File: src/rtl/load_unit_seq_pkg.sv
// Shared definitions for the sequential load unit.
// Contents: funct3 encodings, FSM state type, load_size() byte count and
// is_legal() funct3 legality check for a given XLEN.
package lsu_pkg;

   localparam logic [2:0] F3_LB  = 3'b000;
   localparam logic [2:0] F3_LH  = 3'b001;
   localparam logic [2:0] F3_LW  = 3'b010;
   localparam logic [2:0] F3_LD  = 3'b011;
   localparam logic [2:0] F3_LBU = 3'b100;
   localparam logic [2:0] F3_LHU = 3'b101;
   localparam logic [2:0] F3_LWU = 3'b110;

   typedef enum logic [2:0] {
      ST_IDLE  = 3'd0,
      ST_REQ0  = 3'd1,
      ST_WAIT0 = 3'd2,
      ST_REQ1  = 3'd3,
      ST_WAIT1 = 3'd4,
      ST_RESP  = 3'd5
   } load_state_e;

   // Byte count of the access; only meaningful for legal encodings.
   function automatic logic [3:0] load_size(input logic [2:0] funct3);
      case (funct3)
         F3_LB, F3_LBU: load_size = 4'd1;
         F3_LH, F3_LHU: load_size = 4'd2;
         F3_LW, F3_LWU: load_size = 4'd4;
         default:       load_size = 4'd8;
      endcase
   endfunction

   function automatic logic is_legal(input logic [2:0] funct3, input int xlen);
      case (funct3)
         F3_LB, F3_LH, F3_LW, F3_LBU, F3_LHU: is_legal = 1'b1;
         F3_LD, F3_LWU:                       is_legal = (xlen == 64);
         default:                             is_legal = 1'b0;
      endcase
   endfunction

endpackage

File: src/rtl/load_unit_seq_if.sv
// Handshake bundle of the load unit: request port (from LSU), memory read
// port (to bus) and response port (to writeback).
// Modports: slave = load unit side, master = environment side.
interface load_unit_seq_if #(
   parameter int XLEN   = 32,
   parameter int ADDR_W = 32,
   parameter int TAG_W  = 5
);
   logic              req_valid;
   logic              req_ready;
   logic [2:0]        req_funct3;
   logic [ADDR_W-1:0] req_addr;
   logic [TAG_W-1:0]  req_tag;

   logic              mem_req_valid;
   logic              mem_req_ready;
   logic [ADDR_W-1:0] mem_addr;
   logic              mem_rsp_valid;
   logic [XLEN-1:0]   mem_rdata;

   logic              rsp_valid;
   logic              rsp_ready;
   logic [XLEN-1:0]   rsp_data;
   logic [TAG_W-1:0]  rsp_tag;
   logic              rsp_err;

   modport slave (
      input  req_valid, req_funct3, req_addr, req_tag,
      output req_ready,
      output mem_req_valid, mem_addr,
      input  mem_req_ready, mem_rsp_valid, mem_rdata,
      output rsp_valid, rsp_data, rsp_tag, rsp_err,
      input  rsp_ready
   );

   modport master (
      output req_valid, req_funct3, req_addr, req_tag,
      input  req_ready,
      input  mem_req_valid, mem_addr,
      output mem_req_ready, mem_rsp_valid, mem_rdata,
      input  rsp_valid, rsp_data, rsp_tag, rsp_err,
      output rsp_ready
   );
endinterface

File: src/rtl/load_unit_seq_extract.sv
// load_extract: combinational byte/half/word/double extraction.
// Ports:
//   i_funct3  load encoding (selects size and sign/zero extension)
//   i_off     byte offset of the access within the low bus word
//   i_lo      low bus word, i_hi following bus word (little-endian)
//   o_data    extended XLEN result
module load_extract
   import lsu_pkg::*;
#(
   parameter int XLEN  = 32,
   parameter int OFF_W = $clog2(XLEN/8)
) (
   input  logic [2:0]       i_funct3,
   input  logic [OFF_W-1:0] i_off,
   input  logic [XLEN-1:0]  i_lo,
   input  logic [XLEN-1:0]  i_hi,
   output logic [XLEN-1:0]  o_data
);
   logic [2*XLEN-1:0] w_cat;
   logic [XLEN-1:0]   w_shift;

   assign w_cat   = {i_hi, i_lo};
   // Bring the addressed byte down to bit 0; bytes past the access are ignored.
   assign w_shift = XLEN'(w_cat >> {i_off, 3'b000});

   always_comb begin
      o_data = '0;
      case (i_funct3)
         F3_LB:   o_data = XLEN'($signed(w_shift[7:0]));
         F3_LH:   o_data = XLEN'($signed(w_shift[15:0]));
         F3_LW:   o_data = XLEN'($signed(w_shift[31:0]));
         F3_LBU:  o_data = XLEN'(w_shift[7:0]);
         F3_LHU:  o_data = XLEN'(w_shift[15:0]);
         F3_LWU:  o_data = XLEN'(w_shift[31:0]);
         F3_LD:   o_data = w_shift;
         default: o_data = '0;
      endcase
   end
endmodule

File: src/rtl/load_unit_seq.sv
// load_unit_seq: sequential load unit. Accepts one load at a time, reads the
// aligned bus word(s), extracts/extends the result and returns it with its tag.
// Ports:
//   clk    clock, rising edge
//   rst_n  synchronous active-low reset
//   bus    load_unit_seq_if.slave (request, memory read, response handshakes)
// Optional feature macro: LSU_MISALIGN_SPLIT_EN
//   defined   -> accesses crossing a bus word are split into two reads
//   undefined -> crossing accesses are answered with rsp_err=1, no memory read
//
// state    | meaning
// ---------+------------------------------------------------------------
// ST_IDLE  | waiting for a request, req_ready=1
// ST_REQ0  | presenting read of the aligned (low) word
// ST_WAIT0 | waiting for low word data
// ST_REQ1  | presenting read of the following word (split build only)
// ST_WAIT1 | waiting for high word data (split build only)
// ST_RESP  | holding result until rsp_ready
module load_unit_seq
   import lsu_pkg::*;
#(
   parameter int XLEN   = 32,
   parameter int ADDR_W = 32,
   parameter int TAG_W  = 5
) (
   input logic               clk,
   input logic               rst_n,
   load_unit_seq_if.slave    bus
);
   localparam int BYTES = XLEN / 8;
   localparam int OFF_W = $clog2(BYTES);

   load_state_e       r_state;
   logic [2:0]        r_funct3;
   logic [OFF_W-1:0]  r_off;
   logic              r_mem_req_valid;
   logic [ADDR_W-1:0] r_mem_addr;
   logic              r_rsp_valid;
   logic [XLEN-1:0]   r_rsp_data;
   logic [TAG_W-1:0]  r_rsp_tag;
   logic              r_rsp_err;
`ifdef LSU_MISALIGN_SPLIT_EN
   logic              r_cross;
   logic [ADDR_W-1:0] r_addr_al;
   logic [XLEN-1:0]   r_lo;
`endif

   logic [OFF_W-1:0]  w_req_off;
   logic [ADDR_W-1:0] w_req_aligned;
   logic [4:0]        w_req_end;
   logic              w_req_cross;
   logic              w_req_legal;
   logic [XLEN-1:0]   w_ext_lo;
   logic [XLEN-1:0]   w_ext_hi;
   logic [XLEN-1:0]   w_ext_data;

   assign w_req_off     = bus.req_addr[OFF_W-1:0];
   assign w_req_aligned = {bus.req_addr[ADDR_W-1:OFF_W], {OFF_W{1'b0}}};
   assign w_req_end     = 5'(w_req_off) + 5'(load_size(bus.req_funct3));
   assign w_req_cross   = (w_req_end > 5'(BYTES));
   assign w_req_legal   = is_legal(bus.req_funct3, XLEN);

`ifdef LSU_MISALIGN_SPLIT_EN
   // In WAIT1 the low word is already captured and the bus carries the high one.
   assign w_ext_lo = (r_state == ST_WAIT1) ? r_lo : bus.mem_rdata;
   assign w_ext_hi = bus.mem_rdata;
`else
   assign w_ext_lo = bus.mem_rdata;
   assign w_ext_hi = '0;
`endif

   load_extract #(.XLEN(XLEN), .OFF_W(OFF_W)) u_extract (
      .i_funct3 (r_funct3),
      .i_off    (r_off),
      .i_lo     (w_ext_lo),
      .i_hi     (w_ext_hi),
      .o_data   (w_ext_data)
   );

   always_ff @(posedge clk) begin
      if (!rst_n) begin
         r_state         <= ST_IDLE;
         r_funct3        <= '0;
         r_off           <= '0;
         r_mem_req_valid <= 1'b0;
         r_mem_addr      <= '0;
         r_rsp_valid     <= 1'b0;
         r_rsp_data      <= '0;
         r_rsp_tag       <= '0;
         r_rsp_err       <= 1'b0;
`ifdef LSU_MISALIGN_SPLIT_EN
         r_cross         <= 1'b0;
         r_addr_al       <= '0;
         r_lo            <= '0;
`endif
      end else begin
         case (r_state)
            ST_IDLE: begin
               if (bus.req_valid) begin
                  r_funct3  <= bus.req_funct3;
                  r_off     <= w_req_off;
                  r_rsp_tag <= bus.req_tag;
`ifdef LSU_MISALIGN_SPLIT_EN
                  r_cross   <= w_req_cross;
                  r_addr_al <= w_req_aligned;
                  if (!w_req_legal) begin
`else
                  if (!w_req_legal || w_req_cross) begin
`endif
                     r_rsp_valid <= 1'b1;
                     r_rsp_err   <= 1'b1;
                     r_rsp_data  <= '0;
                     r_state     <= ST_RESP;
                  end else begin
                     r_mem_req_valid <= 1'b1;
                     r_mem_addr      <= w_req_aligned;
                     r_state         <= ST_REQ0;
                  end
               end
            end
            ST_REQ0: begin
               if (bus.mem_req_ready) begin
                  r_mem_req_valid <= 1'b0;
                  r_state         <= ST_WAIT0;
               end
            end
            ST_WAIT0: begin
               if (bus.mem_rsp_valid) begin
`ifdef LSU_MISALIGN_SPLIT_EN
                  r_lo <= bus.mem_rdata;
                  if (r_cross) begin
                     r_mem_req_valid <= 1'b1;
                     // Wraps naturally at the top of the address space.
                     r_mem_addr      <= r_addr_al + ADDR_W'(BYTES);
                     r_state         <= ST_REQ1;
                  end else begin
`else
                  begin
`endif
                     r_rsp_valid <= 1'b1;
                     r_rsp_err   <= 1'b0;
                     r_rsp_data  <= w_ext_data;
                     r_state     <= ST_RESP;
                  end
               end
            end
`ifdef LSU_MISALIGN_SPLIT_EN
            ST_REQ1: begin
               if (bus.mem_req_ready) begin
                  r_mem_req_valid <= 1'b0;
                  r_state         <= ST_WAIT1;
               end
            end
            ST_WAIT1: begin
               if (bus.mem_rsp_valid) begin
                  r_rsp_valid <= 1'b1;
                  r_rsp_err   <= 1'b0;
                  r_rsp_data  <= w_ext_data;
                  r_state     <= ST_RESP;
               end
            end
`endif
            ST_RESP: begin
               if (bus.rsp_ready) begin
                  r_rsp_valid <= 1'b0;
                  r_state     <= ST_IDLE;
               end
            end
            default: begin
               r_mem_req_valid <= 1'b0;
               r_rsp_valid     <= 1'b0;
               r_state         <= ST_IDLE;
            end
         endcase
      end
   end

   assign bus.req_ready     = (r_state == ST_IDLE);
   assign bus.mem_req_valid = r_mem_req_valid;
   assign bus.mem_addr      = r_mem_addr;
   assign bus.rsp_valid     = r_rsp_valid;
   assign bus.rsp_data      = r_rsp_data;
   assign bus.rsp_tag       = r_rsp_tag;
   assign bus.rsp_err       = r_rsp_err;

endmodule

File: src/flat_wrapper.sv
// flat-port wrapper written by rule: the top's interface ports become plain ports
module load_unit_seq_flat import lsu_pkg::*;
#(
   parameter int XLEN   = 32,
   parameter int ADDR_W = 32,
   parameter int TAG_W  = 5
)
  (clk, rst_n, bus_req_valid, bus_req_funct3, bus_req_addr, bus_req_tag, bus_req_ready, bus_mem_req_valid, bus_mem_addr, bus_mem_req_ready, bus_mem_rsp_valid, bus_mem_rdata, bus_rsp_valid, bus_rsp_data, bus_rsp_tag, bus_rsp_err, bus_rsp_ready);
  load_unit_seq_if #(.XLEN(XLEN), .ADDR_W(ADDR_W), .TAG_W(TAG_W)) bus_i ();
  input logic clk;
  input logic rst_n;
  input wire logic [$bits(bus_i.req_valid)-1:0] bus_req_valid;
  input wire logic [$bits(bus_i.req_funct3)-1:0] bus_req_funct3;
  input wire logic [$bits(bus_i.req_addr)-1:0] bus_req_addr;
  input wire logic [$bits(bus_i.req_tag)-1:0] bus_req_tag;
  output wire logic [$bits(bus_i.req_ready)-1:0] bus_req_ready;
  output wire logic [$bits(bus_i.mem_req_valid)-1:0] bus_mem_req_valid;
  output wire logic [$bits(bus_i.mem_addr)-1:0] bus_mem_addr;
  input wire logic [$bits(bus_i.mem_req_ready)-1:0] bus_mem_req_ready;
  input wire logic [$bits(bus_i.mem_rsp_valid)-1:0] bus_mem_rsp_valid;
  input wire logic [$bits(bus_i.mem_rdata)-1:0] bus_mem_rdata;
  output wire logic [$bits(bus_i.rsp_valid)-1:0] bus_rsp_valid;
  output wire logic [$bits(bus_i.rsp_data)-1:0] bus_rsp_data;
  output wire logic [$bits(bus_i.rsp_tag)-1:0] bus_rsp_tag;
  output wire logic [$bits(bus_i.rsp_err)-1:0] bus_rsp_err;
  input wire logic [$bits(bus_i.rsp_ready)-1:0] bus_rsp_ready;
  assign bus_i.req_valid = bus_req_valid;
  assign bus_i.req_funct3 = bus_req_funct3;
  assign bus_i.req_addr = bus_req_addr;
  assign bus_i.req_tag = bus_req_tag;
  assign bus_req_ready = bus_i.req_ready;
  assign bus_mem_req_valid = bus_i.mem_req_valid;
  assign bus_mem_addr = bus_i.mem_addr;
  assign bus_i.mem_req_ready = bus_mem_req_ready;
  assign bus_i.mem_rsp_valid = bus_mem_rsp_valid;
  assign bus_i.mem_rdata = bus_mem_rdata;
  assign bus_rsp_valid = bus_i.rsp_valid;
  assign bus_rsp_data = bus_i.rsp_data;
  assign bus_rsp_tag = bus_i.rsp_tag;
  assign bus_rsp_err = bus_i.rsp_err;
  assign bus_i.rsp_ready = bus_rsp_ready;
  load_unit_seq #(.XLEN(XLEN), .ADDR_W(ADDR_W), .TAG_W(TAG_W)) u_core (.clk(clk), .rst_n(rst_n), .bus(bus_i));
endmodule
File: config.mk
export PLATFORM = sky130hd
export DESIGN_NAME = load_unit_seq_flat
export DESIGN_NICKNAME = d
export VERILOG_FILES = /design/src/rtl/load_unit_seq_pkg.sv /design/src/rtl/load_unit_seq_if.sv /design/src/rtl/load_unit_seq_extract.sv /design/src/rtl/load_unit_seq.sv /design/src/flat_wrapper.sv
export SDC_FILE = /design/constraint.sdc
export NUM_CORES = 1
export LEC_CHECK = 0
export ABC_AREA = 1
export ABC_CLOCK_PERIOD_IN_PS = 4700
export CAP_MARGIN = 20
export CELL_PAD_IN_SITES_DETAIL_PLACEMENT = 1
export CELL_PAD_IN_SITES_GLOBAL_PLACEMENT = 2
export CORE_MARGIN = 1
export CORE_UTILIZATION = 24
export CTS_CLUSTER_DIAMETER = 30
export DETAILED_ROUTE_END_ITERATION = 7
export PLACE_DENSITY = 0.85
export SLEW_MARGIN = 20
export SYNTH_ARGS = -nofsm -noshare
export SYNTH_HDL_FRONTEND = slang
export SYNTH_SLANG_ARGS = --single-unit
File: constraint.sdc
create_clock -name clk -period 4.7 [get_ports clk]
set_clock_uncertainty 0.05 [all_clocks]
set_input_delay 0.47 -clock clk [delete_from_list [all_inputs] [get_ports clk]]
set_output_delay 0.47 -clock clk [all_outputs]
set_load 0.1 [all_outputs]
Yosys cells after proc, flatten, opt, wreduce, memory -nomap -nowiden
Index checks and enable logic that the tools add are counted.
{"block": "totals", "ff_bits": 78, "in_bits": 78, "word_cells": 77}
{"block": "op_classes", "n_eq_ne": 20, "mux": 24, "n_lt_le_gt_ge": 1, "n_reduce_logical": 18, "n_shift": 1, "bitwise_logic": 3, "n_addsub": 1}
{"op": "$pmux W32 S5", "n": 1}
{"op": "$mux W32", "n": 3}
{"op": "$pmux W32 S2", "n": 1}
{"op": "$shr A32 B5 Y32", "n": 1}
{"op": "$eq A3 B3 Y1 const B", "n": 7}
{"op": "$mux W3", "n": 5}
{"op": "$eq A3 B2 Y1 const B", "n": 4}
{"op": "$pmux W3 S4", "n": 1}
{"op": "$pmux W4 S3", "n": 1}
{"op": "$reduce_and A4 Y1", "n": 3}
{"op": "$ne A2 B2 Y1 const B", "n": 5}
{"op": "$eq A3 B1 Y1 const B", "n": 3}
{"op": "$logic_not A3 Y1", "n": 3}
{"op": "$mux W1", "n": 9}
{"op": "$reduce_or A2 Y1", "n": 4}
{"op": "$add A2 B4 Y5", "n": 1}
{"op": "$gt A5 B3 Y1 const B", "n": 1}
{"op": "$reduce_and A5 Y1", "n": 1}
{"op": "$reduce_or A5 Y1", "n": 1}
{"op": "$pmux W1 S4", "n": 1}
{"op": "$not A1 Y1", "n": 3}
{"op": "$pmux W1 S3", "n": 1}
{"op": "$reduce_and A3 Y1", "n": 1}
{"op": "$reduce_or A3 Y1", "n": 1}
{"op": "6 further kinds", "n": 6}

Longest topological paths before layout
{"block": "logic_depth", "word_depth": 9, "ltp_mapped": 15}

Cells and area by module
Synthesis repeated with hierarchy kept, for this count alone.
{"block": "hier_totals", "hier_cells": 885, "hier_area_um2": 5038.6}
{"module": "load_unit_seq", "cells_each": 579, "instances": 1, "area_per_inst_um2": 3631.0}
{"module": "load_extract", "cells_each": 306, "instances": 1, "area_per_inst_um2": 1407.6}

Least setup slack after synthesis
OpenSTA, ideal clock, no wires.
{"block": "synth_path", "path_type": "input to register", "from": "input bus_req_funct3[0]", "to": "register u_core.r_rsp_data[20], in the netlist u_core.bus.rsp_data[20]", "setup_slack_ns": 2.551, "cell_stages": 15, "setup_time_ns": 0.110, "required_time_ns": 4.540, "arrival_time_ns": 1.989, "cell_sequence": "nor2_1 ha_1 inv_1 fa_1 inv_1 nand2_1 nand2_1 nand2_1 nand3_2 nand2_1 nor2_2 buf_4 nand2_1 nand2_1 nor2_1"}
{"block": "synth_between", "elab_chain_cells": 8, "word_cells_on_any_way": 18}
{"item": "start: declaration", "line": "flat_wrapper.sv:13", "source": "input wire logic [$bits(bus_i.req_funct3)-1:0] bus_req_funct3;"}
{"item": "$eq A3 B3 Y1, or another cell as far along", "line": "load_unit_seq_pkg.sv:25", "source": "case (funct3)"}
{"item": "$reduce_or A2 Y1", "line": "load_unit_seq_pkg.sv:25"}
{"item": "$pmux W4 S3", "line": "load_unit_seq_pkg.sv:25"}
{"item": "$add A2 B4 Y5", "line": "load_unit_seq.sv:59", "source": "assign w_req_end = 5'(w_req_off) + 5'(load_size(bus.req_funct3));"}
{"item": "$gt A5 B3 Y1", "line": "load_unit_seq.sv:60", "source": "assign w_req_cross = (w_req_end > 5'(BYTES));"}
{"item": "$logic_or A1 B1 Y1 (*)", "line": "load_unit_seq.sv:108", "source": "if (!w_req_legal || w_req_cross) begin"}
{"item": "$ne A2 B1 Y1 (no source line) (*)"}
{"item": "$reduce_and A4 Y1 (no source line) (*)"}
{"item": "end signal: assignment", "line": "load_unit_seq.sv:142", "source": "r_rsp_data <= w_ext_data;"}
{"item": "end: declaration", "line": "load_unit_seq.sv:39", "source": "logic [XLEN-1:0] r_rsp_data;"}
Mark *: on every way between the ends. The rest lies on a longest branch, timed or not.
A chain may end at the register's enable or synchronous reset.

Final worst setup path
{"block": "layout_path", "from": "input bus_req_funct3[1]", "to": "register u_core.r_mem_addr[7], in the netlist u_core.bus.mem_addr[7]"}
{"block": "layout_between", "elab_chain_cells": 8, "word_cells_on_any_way": 18}
{"item": "$eq A3 B3 Y1, or another cell as far along", "line": "load_unit_seq_pkg.sv:25"}
{"item": "$reduce_or A2 Y1", "line": "load_unit_seq_pkg.sv:25"}
{"item": "$pmux W4 S3", "line": "load_unit_seq_pkg.sv:25"}
{"item": "$add A2 B4 Y5", "line": "load_unit_seq.sv:59"}
{"item": "$gt A5 B3 Y1", "line": "load_unit_seq.sv:60"}
{"item": "$logic_or A1 B1 Y1 (*)", "line": "load_unit_seq.sv:108"}
{"item": "$not A1 Y1 (no source line) (*)"}
{"item": "$reduce_and A3 Y1 (no source line) (*)"}
{"item": "end signal: assignment", "line": "load_unit_seq.sv:116", "source": "r_mem_addr <= w_req_aligned;"}
{"item": "end: declaration", "line": "load_unit_seq.sv:37", "source": "logic [ADDR_W-1:0] r_mem_addr;"}
Marks and branches as above.

==> impl_metrics.toml <==
[logic_synthesis]
syn_inst = 667
synthDistinctLibCells = 32
yosys_register_bits = 78
seq_area_frac_synth_pct = 37.32
netlist_area_um2 = 4184
synth_area_per_cell_um2 = 6.273
ys_warn_count = 0

[outcome]
status = "finished clean"

[drt]
drtAntennaViolNets = 0
first_pass_iters = 4
wl_per_cell_um = 14.20
wirelength_mm = 14.43
drtIter0Drc = 201
drc = 0
viasPerCell = 4.413
vias = 4484

[final_layout]
fillers = 2135
syn_to_final_growth_pct = 43.72
antenna-diode-count = 0
mostFrequentLayoutCells = "nand2_1 (215), clkdlybuf4s50_1 (147), nor2_1 (111), dfxtp_1 (78), inv_1 (74)"
final_cells = 1016
nets = 872
layout_commonest_cell = "nand2_1"
drive_gt1_share_pct = 4.774

[critical_path]
rr_endpoint = "u_core.bus.rsp_data[23]"
critPathMaxFanout = 31
reg2reg_depth = 8
required_ns = 4.88
end_kind = "flop"
rr_startpoint = "u_core.r_off[1]"
reg2reg_slack_ns = 1.90
path_class = "in2reg"
cp.arrival_ns = 3.29
startpoint_type = "primary input"

[die]
core-area_um2 = 16820
die_w_um = 134.0
num_rows = 47
pin_count = 151
die-area_um2 = 17970
die_y_um = 134.0
start_util_pct = 24.88

[placed_design]
port_buffers = 148
gp_congestion = 0.8323
hpwl_mm = 10.61
dpl.cell_count = 1000

[sta]
finalSetupTns_ns = 0
timing.final.max_slew_violations = 0
whs_ns = 0.4081
finalSetupViolCount = 0
slew-limit-headroom_pct = 31.22
fmax_mhz = 321.5
worst_pin_slew_ns = 1.029
fin_crit_sh_pct = 66.18
hold_violations = 0
period_minus_slack_ns = 3.110
rsz0062_at_grt = "no"

[power]
power.density_nw_per_um2 = 718.8
p_leak_nw = 2.755
ir_drop_mv = 0.4322

[clock_network]
cts_max_level = 3
insertion_delay_ns = 0.34
cts-buffers-inserted = 9
path_clk_slew_ns = 0.07
cts_tree = "yes"
cts_sinks = 78
hold_buffers = 0
clockRootBuffer = "clkbuf_16"
cts_resized = 0
post_cts_buffers = 0
clk_path_buf_depth = 2

[job]
drv_cap = 0

[grt]
grt_max_degree = 68
grt_pass1_wl_mm = 23.55
grt_usage_pct = 16.68
antenna_found_initial = 0
grt-ovfl-total = 0
first_global_vias = 4789

[worst_hold_path]
hp-start = "u_core.bus.rsp_err"
holdPathEnd = "u_core.bus.rsp_err"
hold_class = "reg2reg"
min_path_cells = 2
## critical path: stages
cell and delay, ns:
clkdlybuf4s50_1 0.50, nor2_1 0.14, ha_1 0.20, inv_1 0.07, fa_1 0.48, nand2_1 0.05
nand2_1 0.09, nand2_1 0.09, nor2_4 0.51, inv_2 0.38, nor2_1 0.19, nor2_1 0.08
## power by group
part	switching (mW)	internal [mW]
combinational	2.00	0.658
clock	0.304	0.414
sequential	0.111	0.835
total	2.42	1.91
## layout make-up
cell class	instances	area (um2)	share of cell area (%)
tap	220	275.3	4.578
sequential	78	1562	25.97
inverter	80	305.3	5.077
multi-input combinational	471	2073	34.48
clock inverter	7	73.82	1.228
clock buffer	9	225.2	3.745
timing repair buffer	151	1499	24.93
## worst max-delay path by stage
| stage | startpoint | to | slack (ns) | cells after the start |
|---|---|---|---|---|
| 2_1_floorplan | bus_req_funct3[0] | u_core.bus.rsp_data[20] | 2.55 | 15 |
| 5_1_grt | bus_req_funct3[1] | u_core.bus.mem_addr[31] | 1.30 | 12 |
| 6_report | bus_req_funct3[1] | u_core.bus.mem_addr[7] | 1.59 | 12 |
| 4_1_cts | bus_req_funct3[1] | u_core.bus.mem_addr[7] | 1.54 | 12 |
| 3_3_place_gp | bus_req_funct3[1] | u_core.bus.rsp_data[5] | 1.31 | 15 |
| 3_5_place_dp | bus_req_funct3[1] | u_core.bus.mem_addr[29] | 1.20 | 12 |
## Yosys cell counts (all sizes together)
library cell / n / area share (%)
a211oi: 1 / 0.18
a21oi: 21 / 2.5
buf: 30 / 5.1
clkbuf: 9 / 0.81
clkinv: 1 / 0.21
conb: 1 / 0.090
dfxtp: 78 / 37
fa: 1 / 0.48
ha: 2 / 0.60
inv: 79 / 7.1
nand2: 218 / 20
nand3: 61 / 7.7
nand3b: 2 / 0.45
nor2: 116 / 11
nor3: 3 / 0.36
o211ai: 6 / 1.1
o21a: 2 / 0.36
o21ai: 36 / 4.4
## metrics by stage
step	utilization, %	setup slack, ns	instance area [um2]	total power [mW]
6_report	35.75	1.590	6013	4.322
5_1_grt	35.75	1.301	6013	4.630
4_1_cts	35.75	1.542	6013	4.388
3_5_place_dp	33.98	1.198	5714	3.644
3_3_place_gp	33.98	1.307	5714	3.603
2_1_floorplan	-	2.551	4188	3.064
## state kept, by name, summed over array words and instances, names as in the netlist
name                      count
u_core.bus.mem_req_valid      1
u_core.bus.mem_addr          30
u_core.bus.rsp_data          32
u_core.bus.rsp_valid          1
u_core.bus.rsp_err            1
u_core.r_off                  2
u_core.r_state                3
u_core.r_funct3               3
u_core.bus.rsp_tag            5
## cells by family after synthesis
family / Yosys count / synth area share (%)
other: 1 / 0.08963
adder cells (fa/ha/maj): 3 / 1.076
buffers and inverters: 119 / 13.22
AO/OA/AOI/OAI: 66 / 8.523
flip-flops: 78 / 37.32
AND/OR/NAND/NOR: 400 / 39.77
## layer usage
metal / up-vias / part of all wire (%) / global-route usage, %
met5: - / 0 / 0
met4: 0 / 2.0 / 5.993
met3: 18 / 6.3 / 4.611
met2: 111 / 48 / 29.39
met1: 2070 / 44 / 19.22
li1: 2285 / - / -
No activity file was read; power rests on OpenSTA's default activity.
==> RTL edit 1: new RTL, same settings <==
Add a define of `LSU_MISALIGN_SPLIT_EN`.
--- a/src/rtl/load_unit_seq.sv
+++ b/src/rtl/load_unit_seq.sv
@@ -17,4 +17,6 @@
 // ST_WAIT1 | waiting for high word data (split build only)
 // ST_RESP  | holding result until rsp_ready
+`define LSU_MISALIGN_SPLIT_EN
+
 module load_unit_seq
    import lsu_pkg::*;
Formal check against the unedited RTL: not equivalent (Yosys sat finds a counterexample within 4 cycles, from zero or initial values and one cycle with rst_n low).
==> RTL edit 1 against the unedited design <==
  * Setup slack got worse by 280 ps
  * Synthesized cell count rose by 83%
  * Largest cell class unchanged
  * Synthesized area rose by 85%
  * Power rose by 66%
  * Design area increased by 68%
  * Clock power is 110% higher
  * Wire length grew 110%
  * Sequential cell count grew 63
==> RTL edit 1: results (changes against the unedited design) <==
outcome -> finished clean
worst stage delay on the critical path -> 970 ps (+460 ps)
placed cells -> 1701 (+70%)
WL met1 -> 15000 um (+140%)
CP Max Fanout -> 69 (+120%)
Commonest cells post-synth -> nand2_1 (309), a21oi_1 (168), nand3_1 (151)
Layout clock area frac -> 6.31% (+1.3 points)
DR WL/cell -> 17.3 um (+22%)
critical path arrival -> 3630 ps (+340 ps)
final WL -> 30100 um (+110%)
post-synthesis xor/xnor area fraction -> 0.905% (+0.90 points)
Post-Place Cell Area -> 0.00946 mm2 (+65%)
maximum vdd drop -> 0.299 mV (-31%)
sequential-to-total area share from yosys stat -> 36.5% (-0.87 points)
ranking of synthesized cells by area -> dfxtp_1 (36%), nand2_1 (15%), a21oi_1 (11%)
Non-clk bufs -> 158 (+4.6%)
adder-cell share of the synthesized area -> 0.743% (-0.33 points)
first-pass GRT wire length -> 48100 um (+100%)
GPL Wtd Cong -> 0.873 (+4.9%)
post-synthesis cell count -> 1220 (+83%)
met3 routed wirelength -> 904 um (+0.11%)
Total GRT Usage -> 18.4% (+1.8 points)
total CTS buffers -> 17 (+8)
Distinct cells, synth -> 35 (+9.4%)
non-clock inverter count -> 108 (+35%)
multi-input gates -> 894 (+90%)
synthesized flop and latch total -> 141 (+81%)
Skew-Pair Late Insertion Delay -> 430 ps (+90 ps)
Filler cells -> 3948 (+85%)
buffer share of cell area -> 15.5% (-9.5 points)
## RTL edit 1: through the flow
stage	util (%)	hold WS, ps
2_1_floorplan	-	380
3_3_place_gp	29.9	389
3_5_place_dp	29.9	396
4_1_cts	31.9	405
5_1_grt	32.0	418
6_report	32.0	402
## RTL edit 1: kinds of logic after synthesis
logic type      after synthesis
simple gates                573
compound gates              307
buf+inv                     186
flops                       141
xor+xnor                      8
fa+ha+maj                     4
other cells                   1
## RTL edit 1: routing by layer
metal / global-route usage, % / vias to the layer above
met1: 25.5 / 4132
met2: 29.9 / 142
li1: - / 4223
met5: 0 / -
met3: 2.51 / 22
met4: 5.15 / 0
## RTL edit 1: power by group through the flow
stage | logic [mW] | clock network, mW | registers (mW)
3_5_place_dp | 3.85 | 0 | 1.80
3_3_place_gp | 3.81 | 0 | 1.79
5_1_grt | 4.19 | 1.56 | 1.82
6_report | 3.88 | 1.49 | 1.78
4_1_cts | 3.87 | 1.52 | 1.78
2_1_floorplan | 1.70 | 0 | 2.94
## RTL edit 1: final timing paths
check / start / to / slack, ps / cells past startpoint
min: u_core.r_lo[9] / u_core.r_lo[9] / 400 / 2
min reg2reg: u_core.r_lo[9] / u_core.r_lo[9] / 400 / 2
max reg2reg: u_core.r_state[1] / u_core.r_addr_al[4] / 1300 / 6
max: u_core.r_state[1] / u_core.r_addr_al[4] / 1300 / 6
## RTL edit 1: critical path, delay by kind of cell, from the launching register on
| family | cells | cell delay (ps) |
|---|---|---|
| AO/OA/AOI/OAI | 2 | 560 |
| buffers and inverters | 2 | 1190 |
| flip-flops | 1 | 540 |
| AND/OR/NAND/NOR | 2 | 880 |
==> RTL edit 2: new RTL, same settings <==
Without the edit above. Reset style: asynchronous (`rst_n`), changed in one clocked block. Comments in the files are not updated.
--- a/src/rtl/load_unit_seq.sv
+++ b/src/rtl/load_unit_seq.sv
@@ -78,5 +78,5 @@
    );
 
-   always_ff @(posedge clk) begin
+   always_ff @(posedge clk or negedge rst_n) begin
       if (!rst_n) begin
          r_state         <= ST_IDLE;
Behaviour: differs if rst_n is asserted again (counterexample within 4 cycles, from zero or initial values and one cycle with rst_n low); with rst_n held inactive, the same outputs for 4 cycles.
==> RTL edit 2 against the unedited design <==
  * Synthesized cell count fell by 22%
  * Critical path type unchanged
  * Setup slack better by 100 ps
  * Count of clock-buffer cells in the layout up 3
  * Wire length shrank 12%
  * Sequential cell count did not move
  * Final cell count decreased by 14%
  * Synthesized area is 5.4% lower
  * Design area is 1.7% lower
Power is not shown: default switching activity piles up to over one toggle a cycle in this logic, so the estimate is an artifact.
==> RTL edit 2: results (changes against the unedited design) <==
CP Max Fanout -> 49 (+58%)
# nets final -> 734 (-16%)
synthesized flop and latch total -> 78 (unchanged)
Total GRT Usage -> 15.9% (-0.79 points)
Layout clock area frac -> 5.23% (+0.25 points)
DP HPWL -> 9600 um (-9.5%)
# H-tree levels -> 3 (unchanged)
CTS max path bufs -> 2 (unchanged)
worst stage delay on the critical path -> 490 ps (-20 ps)
Crit Reg-Reg Endpoint -> u_core.bus.rsp_data[23]
reg2reg path depth -> 6 (-2)
GPL Wtd Cong -> 0.765 (-8.0%)
Synth async-reset ratio -> 100% (+100 points)
multi-input gates -> 359 (-24%)
number of global-route vias before repair -> 4044 (-16%)
root buffer cell -> clkbuf_16
Post-Place Cell Area -> 0.00559 mm2 (-2.1%)
fraction of area in multi-input gates -> 28.2% (-6.2 points)
Tightest Pin Transition -> 1040 ps (+10.4 ps)
Commonest cells post-synth -> nand2_1 (175), dfrtp_1 (78), nand3_1 (52)
Non-clk bufs -> 152 (+0.66%)
WL met1 -> 5540 um (-12%)
First DRT Iteration DRCs -> 176 (-12%)
DR WL/cell -> 14.5 um (+2.4%)
sequential-to-total area share from yosys stat -> 49.3% (+12 points)
outcome -> finished clean
layout cell share with drive strength beyond 1 -> 5.02% (+0.25 points)
Filler cells -> 1936 (-9.3%)
WHS -> 96.9 ps (-311 ps)
Vias/cell -> 4.39 (-0.44%)
reg2reg start -> u_core.r_off[1]
first-pass GRT wire length -> 20700 um (-12%)
CP top delay family -> buffers and inverters
register area -> 0.00195 mm2 (+25%)
met2 routed WL -> 6420 um (-7.2%)
Inserted Diodes -> 0 (unchanged)
total CTS buffers -> 9 (unchanged)
critical path arrival -> 3210 ps (-80 ps)
worst hold path type -> input pin to async pin
largest net degree at the start of global routing -> 79 (+16%)
met3 routed wirelength -> 609 um (-33%)
ranking of synthesized cells by area -> dfrtp_1 (49%), nand2_1 (17%), nand3_1 (6.6%)
buffer share of cell area -> 25.6% (+0.66 points)
# clk buffers -> 12 (+3)
r2r setup slk -> 2050 ps (+150 ps)
Distinct cells, synth -> 26 (-19%)
non-clock inverter count -> 53 (-34%)
Worst path slowest cell -> clkdlybuf4s50_1
Initial DRT Pass Iterations -> 4 (unchanged)
-- RTL edit 2: cell count changes after synthesis, moves of 7 or more --
| cell | unedited run | this run |
|---|---|---|
| nor2_1 | 111 | 23 |
| dfrtp_1 | 0 | 78 |
| dfxtp_1 | 78 | 0 |
| nand2_1 | 215 | 175 |
| o21ai_1 | 4 | 33 |
| inv_1 | 74 | 51 |
| a21oi_1 | 21 | 3 |
| o21ai_0 | 31 | 47 |
| buf_6 | 7 | 0 |
| nand3_1 | 59 | 52 |
-- RTL edit 2: worst max-delay path by stage --
stage / start / endpoint / slack (ps) / depth (start not counted)
after floorplan: bus_req_funct3[1] / u_core.bus.rsp_data[0] / 2560 / 14
after global placement: bus_req_funct3[1] / u_core.bus.mem_addr[27] / 1420 / 9
after detailed placement: bus_req_funct3[1] / u_core.bus.mem_addr[24] / 1230 / 9
after CTS: bus_req_funct3[1] / u_core.bus.mem_addr[24] / 1580 / 9
after global routing: bus_req_funct3[1] / u_core.bus.rsp_data[28] / 1410 / 12
final: bus_req_funct3[1] / u_core.bus.rsp_data[28] / 1690 / 12
-- RTL edit 2: cell families after synthesis --
logic type	after synthesis	synth area share [%]
adder cells (fa/ha/maj)	3	1.14
flip-flops	78	49.3
AO/OA/AOI/OAI	92	12.2
AND/OR/NAND/NOR	256	26.6
other	1	0.0947
buffers and inverters	84	8.97
multiplexers	6	1.71
-- RTL edit 2: metal layers --
metal  vias up  global-route usage, %
li1       1921                      -
met1      1828                   19.5
met2        78                   27.4
met3         9                   4.36
met4         0                   4.26
met5         -                      0
-- RTL edit 2: metrics by stage --
stage,utilization [%],worst slack [ps],instances
after global routing,36.9,1410,873
after floorplan,-,2560,521
final,36.9,1690,873
after detailed placement,34.9,1230,858
after CTS,36.9,1580,873
after global placement,34.9,1420,858
